**src/rtl/ones_zeros_pattern_gen.sv**
```systemverilog
// Pattern source for the ones/zeros detectors: emits num_words words of the
// selected pattern over valid/ready. Each word carries its expected flags.
//
// Ports:
//   clk, rst          clock, synchronous active-high reset
//   start, mode       launch request and pattern select (sampled in IDLE)
//   num_words         run length in words
//   data_out, valid   word stream, held stable while ready is low
//   ready             downstream accept
//   expect_ones/zeros expected detector flags for data_out
//   busy, done        run in progress / one-cycle end-of-run pulse
module ones_zeros_pattern_gen #(
  parameter int WIDTH   = 8,
  parameter int COUNT_W = 8
) (
  input  logic               clk,
  input  logic               rst,
  input  logic               start,
  input  logic [1:0]         mode,
  input  logic [COUNT_W-1:0] num_words,
  output logic [WIDTH-1:0]   data_out,
  output logic               valid,
  input  logic               ready,
  output logic               expect_ones,
  output logic               expect_zeros,
  output logic               busy,
  output logic               done
);

  typedef enum logic [1:0] {
    IDLE,
    RUN,
    DONE
  } state_t;

  state_t             state, n_state;
  logic [1:0]         mode_q, n_mode;
  logic [COUNT_W-1:0] count, n_count;
  logic [WIDTH-1:0]   n_data;
  logic               n_valid;
  logic               n_ones;
  logic               n_zeros;
  logic               n_busy;
  logic               n_done;

  function automatic logic [WIDTH-1:0] first_word(input logic [1:0] m);
    logic [WIDTH-1:0] w;
    unique case (m)
      2'd1:    w = '0;
      2'd3:    w = WIDTH'(1);
      default: w = '1;
    endcase
    return w;
  endfunction

  function automatic logic [WIDTH-1:0] next_word(
    input logic [1:0]       m,
    input logic [WIDTH-1:0] d
  );
    logic [WIDTH-1:0] w;
    unique case (m)
      2'd0:    w = '1;
      2'd1:    w = '0;
      2'd2:    w = ~d;
      default: w = {d[WIDTH-2:0], d[WIDTH-1]};
    endcase
    return w;
  endfunction

  always_ff @(posedge clk) begin
    if (rst) begin
      state        <= IDLE;
      mode_q       <= '0;
      count        <= '0;
      data_out     <= '0;
      valid        <= 1'b0;
      expect_ones  <= 1'b0;
      expect_zeros <= 1'b0;
      busy         <= 1'b0;
      done         <= 1'b0;
    end else begin
      state        <= n_state;
      mode_q       <= n_mode;
      count        <= n_count;
      data_out     <= n_data;
      valid        <= n_valid;
      expect_ones  <= n_ones;
      expect_zeros <= n_zeros;
      busy         <= n_busy;
      done         <= n_done;
    end
  end

  always_comb begin
    n_state = state;
    n_mode  = mode_q;
    n_count = count;
    n_data  = data_out;
    n_valid = valid;
    n_ones  = expect_ones;
    n_zeros = expect_zeros;
    n_busy  = busy;
    n_done  = 1'b0;
    unique case (state)
      IDLE: begin
        if (start) begin
          if (num_words != '0) begin
            n_state = RUN;
            n_mode  = mode;
            n_count = num_words;
            n_data  = first_word(mode);
            n_valid = 1'b1;
            n_busy  = 1'b1;
          end else begin
            n_state = DONE;
            n_done  = 1'b1;
          end
        end
      end
      RUN: begin
        if (valid && ready) begin
          if (count == COUNT_W'(1)) begin
            n_state = DONE;
            n_valid = 1'b0;
            n_busy  = 1'b0;
            n_done  = 1'b1;
          end else begin
            n_count = count - COUNT_W'(1);
            n_data  = next_word(mode_q, data_out);
          end
        end
      end
      DONE: begin
        n_state = IDLE;
      end
      default: begin
        n_state = IDLE;
        n_valid = 1'b0;
        n_busy  = 1'b0;
      end
    endcase
    // Flags always track the word being registered alongside them.
    n_ones  = &n_data;
    n_zeros = ~|n_data;
  end

endmodule

```
**config.mk**
```make
export PLATFORM = sky130hd
export DESIGN_NAME = ones_zeros_pattern_gen
export DESIGN_NICKNAME = d
export VERILOG_FILES = /design/src/rtl/ones_zeros_pattern_gen.sv
export SDC_FILE = /design/constraint.sdc
export NUM_CORES = 1
export LEC_CHECK = 0
export CAP_MARGIN = 25
export CORE_MARGIN = 2
export CORE_UTILIZATION = 46
export DETAILED_ROUTE_END_ITERATION = 10
export GPL_ROUTABILITY_DRIVEN = 0
export HOLD_SLACK_MARGIN = 0.08
export PLACE_DENSITY = 0.75
export SLEW_MARGIN = 20
export SYNTH_ARGS = -nofsm -noshare
export SYNTH_HDL_FRONTEND = slang
export SYNTH_SLANG_ARGS = --single-unit
```
**constraint.sdc**
```tcl
create_clock -name clk -period 1.9 [get_ports clk]
set_clock_uncertainty 0.05 [all_clocks]
set_input_delay 0.285 -clock clk [delete_from_list [all_inputs] [get_ports clk]]
set_output_delay 0.285 -clock clk [all_outputs]
set_load 0.02 [all_outputs]
```
==> impl_metrics.env <==
export IMPL_die_width_um=58.3
export IMPL_synth_area_per_cell_sq_um=8.38
export IMPL_highest_layer="met4"
export IMPL_synthTopCellsByArea="dfxtp_1, nand2_1, nor2_1, a22oi_1, o21ai_0"
export IMPL_ys_seq_elements=24
export IMPL_fin_ws_ps=-204
export IMPL_final_antenna_net_count=0
export IMPL_rsz0062_at_grt="yes"
export IMPL_drc=0
export IMPL_numCtsBuffers=3
export IMPL_finalMaxSlewViolations=0
export IMPL_cts_tree="done"
export IMPL_drive_gt1_frac=0.387
export IMPL_antenna_found_initial=0
export IMPL_route_met2_wl_um=2000
export IMPL_clock_sinks=24
export IMPL_yosysSeqAreaShare=0.354
export IMPL_path_class="reg2reg"
export IMPL_start_kind="flop"
export IMPL_place_detailed_hpwl_um=2810
export IMPL_reg2regPathDepth=9
export IMPL_yosys_area_top_type="dfxtp_1"
export IMPL_grt_max_degree=14
export IMPL_hold_viol_final=0
export IMPL_ir_drop_uv=799
export IMPL_io_buffers=26
export IMPL_area_growth_pct=56.5
export IMPL_vias=1491
export IMPL_grt_pass1_wl_um=6510
export IMPL_multiInputGateArea_sq_um=1010
export IMPL_ys_flop_type="dfxtp_1"
export IMPL_cp_max_fo=3
export IMPL_vias_per_cell=5.89
export IMPL_min_period_over_period=1.11
export IMPL_rows=19
export IMPL_worstMarginPinSlew_ps=602
export IMPL_drtIter0Drc=89
export IMPL_fillCellCount=173
export IMPL_whs_path_depth=3
export IMPL_syn_inst=162
export IMPL_slew_headroom=0.598
export IMPL_violations="negative setup slack"
export IMPL_grt_overflow_total=0
export IMPL_dr_pass1_iters=6
export IMPL_htree_levels=1
export IMPL_fmax_mhz=475
export IMPL_clk_pin_slew_ps=140
export IMPL_clockBufferDepth=2
export IMPL_layout_nets=239
export IMPL_async_flop_share=0
export IMPL_synth_top_area_share=0.354
export IMPL_worst_ep_arrival_time_ps=2290
export IMPL_met3_length_um=254
export IMPL_die_h_um=58.3
export IMPL_power_density_nw_per_um2=742
export IMPL_dieArea_sq_um=3400
export IMPL_timing_hold_ws_ps=250
export IMPL_hold_buffers=0
export IMPL_num_antenna_cells=0
export IMPL_crit_path_end_kind="flop"
export IMPL_synth_common_cells="dfxtp_1, nand2_1, nor2_1"
export IMPL_grtUsageTotal=0.249
export IMPL_min_period_ps=2100
export IMPL_wl_met1_um=1830
export IMPL_status="finished, violations left"
export IMPL_final_setup_viol_count=5
export IMPL_grt_pass1_vias=1443
export IMPL_maxCapViolations=0
export IMPL_worstHoldPathType="in2reg"
export IMPL_wire_per_inst_um=16.3
export IMPL_synth_area_sq_um=1360
export IMPL_leakage_uw=0.000804
export IMPL_fin_total_pwr_uw=1580
export IMPL_synth_edf_count=0
export IMPL_seq_area_sq_um=483
export IMPL_core_area_sq_um=2780
export IMPL_wl_um=4130
export IMPL_cts_root_buf="clkbuf_4"
export IMPL_yosysUniqueCellTypes=37
export IMPL_clk_latency_ps=330
export IMPL_required_ps=2090
export IMPL_floorplan_initialDensity=0.488
export IMPL_yosys_warnings=0
export IMPL_synthesis_nets=178
export IMPL_io_pins=27
state kept, by name, indices dropped and copies added (netlist names):
name	flops
mode_q	2
done	1
busy	1
data_out	8
expect_zeros	1
state	2
expect_ones	1
count	8
placed cells by master, fill, tap and decap left out, drive strengths merged, types with 3 or more instances in the layout:
| cell | instances |
|---|---|
| a211oi | 7 |
| a22oi | 9 |
| buf | 39 |
| dlygate4sd2 | 3 |
| inv | 4 |
| dfxtp | 24 |
| a221oi | 8 |
| clkdlybuf4s50 | 18 |
| nand3 | 5 |
| o21ai | 11 |
| nor3 | 5 |
| nand2 | 24 |
| clkbuf | 6 |
| nor4 | 3 |
| a21oi | 11 |
| nor2 | 25 |
critical path, cell delays in order (launching register included):
cell and delay [ps]:
dfxtp_2 360, inv_2 50, ha_4 140, nor3b_4 160, a21oi_2 220, mux2_4 340, a221oi_4 300, buf_6 150
nand3_1 80, nor4_2 160
cell type report:
class / count / share of cell area
Clock buffer: 4 / 0.0171
Tap cell: 31 / 0.0183
Multi-Input combinational cell: 126 / 0.473
Timing Repair Buffer: 64 / 0.257
Inverter: 4 / 0.00707
Sequential cell: 24 / 0.227
repair_timing:
item,4_1_cts,5_1_grt
pin swaps,12,9
resized for setup,41,20
endpoints found under the setup margin,18,14
setup buffers,6,2
power by group:
| part | total, uW | internal, uW | switching, uW |
|---|---|---|---|
| Sequential | 611 | 552 | 58.9 |
| Combinational | 690 | 345 | 345 |
| Clock | 277 | 117 | 159 |
stage by stage:
step,instance area (sq um),cells,TNS (ps),utilization,setup slack [ps]
after floorplan,1370,162,-239,-,-127
after global placement,1860,243,-8060,0.668,-637
after detailed placement,1860,243,-9010,0.668,-653
after CTS,2080,253,-465,0.748,-199
after global routing,2120,253,-1200,0.764,-318
final,2120,253,-510,0.764,-204
per-layer routing:
layer,vias to the layer above,GRT usage
met1,693,0.314
met5,-,0
met3,6,0.0571
met2,72,0.419
met4,0,0.0797
li1,720,-
final timing paths:
kind              slack (ps)         start      endpoint
hold / removal           250  num_words[1]      count[1]
hold reg to reg          490      state[1]          done
setup reg to reg        -200      count[1]  expect_zeros
setup / recovery        -200      count[1]  expect_zeros
kinds of logic after synthesis:
kind of cell	share of synthesized area
muxes	0.0194
buffers and inverters	0.0442
adders and majority gates	0.0184
AOI/OAI and AO/OA	0.285
DFF	0.354
and+or+nand+nor	0.279
Power figures use the tool's default switching activity.
